==> config.mk <==
export PLATFORM = sky130hd
export DESIGN_NAME = hex_entry_fifo
export DESIGN_NICKNAME = d
export VERILOG_FILES = /design/src/rtl/hex_entry_fifo_pkg.sv /design/src/rtl/hex_entry_fifo_sync_fifo.sv /design/src/rtl/hex_entry_fifo.sv
export SDC_FILE = /design/constraint.sdc
export NUM_CORES = 1
export LEC_CHECK = 0
export BUFFER_PORTS_ARGS = -buffer_cell sky130_fd_sc_hd__buf_2
export CAP_MARGIN = 30
export CELL_PAD_IN_SITES_DETAIL_PLACEMENT = 1
export CELL_PAD_IN_SITES_GLOBAL_PLACEMENT = 1
export CORE_UTILIZATION = 53
export DETAILED_ROUTE_END_ITERATION = 8
export GPL_TIMING_DRIVEN = 0
export PLACE_DENSITY = 0.84
export SYNTH_ARGS = -nofsm -noshare
export SYNTH_HDL_FRONTEND = slang
export SYNTH_HIERARCHICAL = 1
export SYNTH_SLANG_ARGS = --single-unit
==> constraint.sdc <==
create_clock -name clk -period 8.2 [get_ports clk]
set_input_delay 0.41 -clock clk [delete_from_list [all_inputs] [get_ports clk]]
set_output_delay 0.41 -clock clk [all_outputs]
set_load 0.05 [all_outputs]
==> src/rtl/hex_entry_fifo_pkg.sv <==
// Shared PDU keypad definitions: key positions in the synced input vector,
// event priority classes and a constant-safe clog2.
package hex_entry_fifo_pkg;

  localparam int KEY_DEL   = 16;
  localparam int KEY_CLR   = 17;
  localparam int KEY_ENTER = 18;
  localparam int KEY_NUM   = 19;

  typedef enum logic [2:0] {
    EV_NONE,
    EV_CLR,
    EV_ENTER,
    EV_DEL,
    EV_DIGIT
  } ev_t;

  function automatic int clog2(input int v);
    int r;
    r = 0;
    while ((1 << r) < v) r++;
    return r;
  endfunction

endpackage

==> src/rtl/hex_entry_fifo_sync_fifo.sv <==
// First-word-fall-through commit buffer; the head slot is presented directly
// and a full buffer accepts a push when the head is popped in the same cycle.
module sync_fifo
  import hex_entry_fifo_pkg::*;
#(
  parameter int WIDTH = 32,
  parameter int DEPTH = 4
) (
  input  logic             i_clk,
  input  logic             i_rst,
  input  logic             i_push,
  input  logic [WIDTH-1:0] i_data,
  input  logic             i_ready,
  output logic [WIDTH-1:0] o_data,
  output logic             o_valid,
  output logic             o_full
);

  localparam int AW = clog2(DEPTH);
  localparam int CW = clog2(DEPTH + 1);

  logic [WIDTH-1:0] r_mem [DEPTH];
  logic [AW-1:0]    r_wptr;
  logic [AW-1:0]    r_rptr;
  logic [CW-1:0]    r_count;
  logic             w_pop;
  logic             w_push;

  assign o_data  = r_mem[r_rptr];
  assign o_valid = (r_count != '0);
  assign o_full  = (r_count == CW'(DEPTH));
  assign w_pop   = o_valid && i_ready;
  assign w_push  = i_push && (!o_full || w_pop);

  always_ff @(posedge i_clk or posedge i_rst) begin
    if (i_rst) begin
      for (int unsigned i = 0; i < DEPTH; i++) r_mem[i] <= '0;
      r_wptr  <= '0;
      r_rptr  <= '0;
      r_count <= '0;
    end else begin
      if (w_push) begin
        r_mem[r_wptr] <= i_data;
        r_wptr        <= r_wptr + AW'(1);
      end
      if (w_pop) r_rptr <= r_rptr + AW'(1);
      case ({w_push, w_pop})
        2'b10:   r_count <= r_count + CW'(1);
        2'b01:   r_count <= r_count - CW'(1);
        default: r_count <= r_count;
      endcase
    end
  end

endmodule

==> src/rtl/hex_entry_fifo.sv <==
// Hex keypad entry: synchronised edge detection with lockout, prioritised
// key events driving a shift-entry register, and Enter committing to a FIFO.
module hex_entry_fifo
  import hex_entry_fifo_pkg::*;
#(
  parameter int DIGITS     = 8,
  parameter int DEPTH      = 4,
  parameter int DEB_CYCLES = 16
) (
  input  logic                          clk,
  input  logic                          rst,
  input  logic [15:0]                   hd,
  input  logic                          del,
  input  logic                          clr,
  input  logic                          enter,
  output logic [4*DIGITS-1:0]           io_din,
  output logic [clog2(DIGITS+1)-1:0]    digits,
  output logic [4*DIGITS-1:0]           out_data,
  output logic                          out_valid,
  input  logic                          out_ready,
  output logic                          ovf
);

  localparam int WIDTH = 4 * DIGITS;
  localparam int DW    = clog2(DIGITS + 1);
  localparam int LW    = clog2(DEB_CYCLES + 1);

  logic [KEY_NUM-1:0] w_raw;
  logic [KEY_NUM-1:0] r_sync1;
  logic [KEY_NUM-1:0] r_sync2;
  logic [KEY_NUM-1:0] r_prev;
  logic [KEY_NUM-1:0] w_edge;
  logic [LW-1:0]      r_lock;
  ev_t                w_ev;
  logic [3:0]         w_num;
  logic               w_full;
  logic               w_can_push;
  logic               w_push;
  logic [WIDTH-1:0]   r_io_din;
  logic [DW-1:0]      r_digits;
  logic               r_ovf;

  assign w_raw  = {enter, clr, del, hd};
  assign w_edge = r_sync2 & ~r_prev;

  // Events are only classified while the lockout counter is idle, so a
  // discarded edge never reaches the entry register or the FIFO.
  always_comb begin
    w_ev  = EV_NONE;
    w_num = '0;
    for (int unsigned i = 0; i < 16; i++) begin
      if (w_edge[i]) w_num = 4'(i);
    end
    if (r_lock == '0) begin
      if (w_edge[KEY_CLR])        w_ev = EV_CLR;
      else if (w_edge[KEY_ENTER]) w_ev = EV_ENTER;
      else if (w_edge[KEY_DEL])   w_ev = EV_DEL;
      else if (|w_edge[15:0])     w_ev = EV_DIGIT;
    end
  end

  // A full FIFO always has a valid head, so out_ready alone implies a pop.
  assign w_can_push = !w_full || out_ready;
  assign w_push     = (w_ev == EV_ENTER) && w_can_push;

  always_ff @(posedge clk or posedge rst) begin
    if (rst) begin
      r_sync1  <= '0;
      r_sync2  <= '0;
      r_prev   <= '0;
      r_lock   <= '0;
      r_io_din <= '0;
      r_digits <= '0;
      r_ovf    <= 1'b0;
    end else begin
      r_sync1 <= w_raw;
      r_sync2 <= r_sync1;
      r_prev  <= r_sync2;
      r_ovf   <= 1'b0;
      if (r_lock != '0)       r_lock <= r_lock - LW'(1);
      else if (w_ev != EV_NONE) r_lock <= LW'(DEB_CYCLES);
      case (w_ev)
        EV_CLR: begin
          r_io_din <= '0;
          r_digits <= '0;
        end
        EV_ENTER: begin
          if (w_can_push) begin
            r_io_din <= '0;
            r_digits <= '0;
          end else begin
            r_ovf <= 1'b1;
          end
        end
        EV_DEL: begin
          if (r_digits != '0) begin
            r_io_din <= r_io_din >> 4;
            r_digits <= r_digits - DW'(1);
          end
        end
        EV_DIGIT: begin
          if (r_digits < DW'(DIGITS)) begin
            r_io_din <= (r_io_din << 4) | WIDTH'(w_num);
            r_digits <= r_digits + DW'(1);
          end else begin
            r_ovf <= 1'b1;
          end
        end
        default: ;
      endcase
    end
  end

  sync_fifo #(
    .WIDTH (WIDTH),
    .DEPTH (DEPTH)
  ) u_fifo (
    .i_clk   (clk),
    .i_rst   (rst),
    .i_push  (w_push),
    .i_data  (r_io_din),
    .i_ready (out_ready),
    .o_data  (out_data),
    .o_valid (out_valid),
    .o_full  (w_full)
  );

  assign io_din = r_io_din;
  assign digits = r_digits;
  assign ovf    = r_ovf;

endmodule

==> out/metrics.cfg <==
[status]
status = finished, final reports clean

[final_layout]
diodes = 0
final_cell_mix = dfrtp_1, mux2_2, buf_2
finalNonFillerCells = 1051
layout-drive-gt1-share = 0.3990
final_nets = 837
utilization = 0.6421
regArea_mm2 = 0.005856
multiInputGateArea_mm2 = 0.003523
fillCellCount = 1685
areaGrowthSynthToFinish_pct = 18.87
final_common_cell = dfrtp_1

[clock_tree]
clock-sinks = 234
cts_tree = built
insertion_delay_ns = 0.53
cts_setup_buffers = 0
cts_root_buf = clkbuf_16
cts_buffers = 25
cts_buffer_depth = 3
cts_max_level = 1
clk_pin_slew_ns = 0.06

[synth]
synthCells = 664
synth-adder-area-share = 0.01573
muxShareOfSynthArea = 0.2260
synthXorXnorAreaFrac = 0.008124
synth_edf_count = 0
post-synth-top-area-fraction = 0.6035
synth.avg_cell_area_um2 = 14.61
synth_cell_types = 43
ys.flop_type = dfrtp_1
synth_compound_area_frac = 0.05674
synth_top_family_by_area = multiplexers
synthSimpleGateAreaFrac = 0.05648
synth_area_leaders = dfrtp_1, mux2_2, mux4_2
yosysWarnings = 6
netlist_area_mm2 = 0.009703
synth.ff_latch_count = 234
syn_nets = 697
yosys.area.top_type = dfrtp_1
async_reset_ff_frac = 1.000
synth-seq-area-share = 0.6035

[floorplanning]
die_area_mm2 = 0.01885
io_pins = 92
start_util = 0.5402
num_rows = 49
die_h_um = 137.3
chipWidth_um = 137.3
core_area_mm2 = 0.01796

[pwr]
p_leak_nw = 5.535
vdd_drop_max_mv = 0.2373
totalPowerFinal_mw = 4.029
power-per-cell-area_mw_per_mm2 = 349.3

[sta]
hold_ws_ns = 0.3486
period_share = 0.4850
period_minus_slack_ns = 3.977
tightest_slew_ns = 0.8878
drv_slew = 0
setup_viol = 0
finClkSkew_ns = 0.01559
rsz0062_at_grt = false
finalSetupTns_ns = 0
fmax_ghz = 0.2514
hold_viol_final = 0
relSlewSlack = 0.4081

[drt]
postRouteWirelength_mm = 25.50
wl_per_cell_um = 24.26
drt_iter0_markers = 306
drtAntennaViolNets = 0
vias = 6230
drc = 0
drt_first_pass_iters = 4
post_drt_via_cell_ratio = 5.928

[critical_path]
r2r_slack_ns = 4.22
crit_path_start_kind = register
worstPathMaxFanout = 10
criticalPathCategory = reg2reg
required_ns = 8.63
endpoint_kind = register
worstPathArrival_ns = 4.41

[place]
place_congestion = 0.7669
dp_hpwl_mm = 16.49
port_buffers = 91
dp_cells = 986

[global_route]
grt_remaining_overflow = 0
grt_usage = 0.2856
grt_max_degree = 102
grt_first_pass_wirelength_mm = 40.17
grt_pass1_vias = 7143
antenna_found_initial = 0

[min_path]
hold_path.class = reg2reg

[flow_run]
cap_violations = 0

[path summary, 6_finish.rpt]
check,from,endpoint,cells past startpoint
max,r_sync2[11]$_DFF_PP0_,io_din[6]$_DFFE_PP0P_,12
min,r_sync1[18]$_DFF_PP0_,r_sync2[18]$_DFF_PP0_,0
max reg2reg,r_sync2[11]$_DFF_PP0_,io_din[6]$_DFFE_PP0P_,12
min reg2reg,r_sync1[18]$_DFF_PP0_,r_sync2[18]$_DFF_PP0_,0
max in group asynchronous,rst,u_fifo/r_mem[25]$_DFFE_PP0P_,4
min in group asynchronous,rst,u_fifo/r_mem[37]$_DFFE_PP0P_,3
[final cells by class]
class,count,share of cell area
Buffer,32,0.02061
Clock buffer,34,0.06151
Clock inverter,11,0.01009
Inverter,23,0.008136
Multi-Input combinational cell,375,0.3055
Sequential cell,234,0.5077
Tap cell,229,0.02484
Timing Repair Buffer,113,0.06162
[layer usage]
metal  global-route usage  up-vias  share of wire
met2               0.4989      175           0.52
met4              0.09707        0          0.027
met5                    0        -              0
met3              0.04857       52          0.046
met1               0.3601     3336           0.41
li1                     -     2667              -
[where the power goes]
group          switching, mW  internal (mW)
logic                  0.826          0.403
clock network          0.462          0.669
registers              0.307           1.36
[synth_stat cells, types with 3 or more instances]
library cell and n:
mux4_2 32, nor2b_1 10, dfrtp_1 234, a22oi_1 25, o22ai_1 4, nor3_1 5
buf_2 10, o21ai_0 7, nand2_1 16, a21oi_1 32, xnor2_1 6, o21ai_1 4
nand2b_1 17, nand3_1 5, inv_1 23, ha_1 9, mux2_2 129, nor2_1 39
clkbuf_1 8, buf_6 14, a31oi_1 6, xor2_1 3
[cells by family after synthesis]
family / count (synthesis)
compound gates: 88
xor+xnor: 9
fa+ha+maj: 11
buf+inv: 55
flops: 234
mux: 163
simple gates: 104
[what timing repair did]
| action | in CTS | in global routing |
|---|---|---|
| resized for setup | 0 | 0 |
| hold buffers | 20 | 0 |
| endpoints found under the setup margin | 0 | 0 |
| endpoints found under the hold margin | 53 | 0 |
[critical path: stages, from the launching register on]
cell      delay, ns
dfrtp_1        0.39
nor2b_1        0.19
or4b_4         0.57
nor4_4         0.51
nor2_2         0.15
buf_2          0.24
ha_1           0.25
a311oi_1       0.29
o21ai_0        0.18
a21oi_2        0.27
clkbuf_1       0.55
nor2_1         0.11
a21oi_1        0.17
[per-stage QoR]
step | area [um^2] | worst slack, ns
final | 11530 | 4.223
after global routing | 11530 | 3.983
after CTS | 11530 | 4.247
after detailed placement | 10510 | 4.342
after global placement | 10450 | 2.980
after floorplan | 9703 | 4.179
[flip-flops by register name, summed over array words and instances (netlist names)]
signal          count
digits              4
io_din             32
ovf                 1
r_lock              5
r_prev             19
r_sync1            19
r_sync2            19
u_fifo/r_count      3
u_fifo/r_mem      128
u_fifo/r_rptr       2
u_fifo/r_wptr       2
No activity file was read; power rests on OpenSTA's default activity.
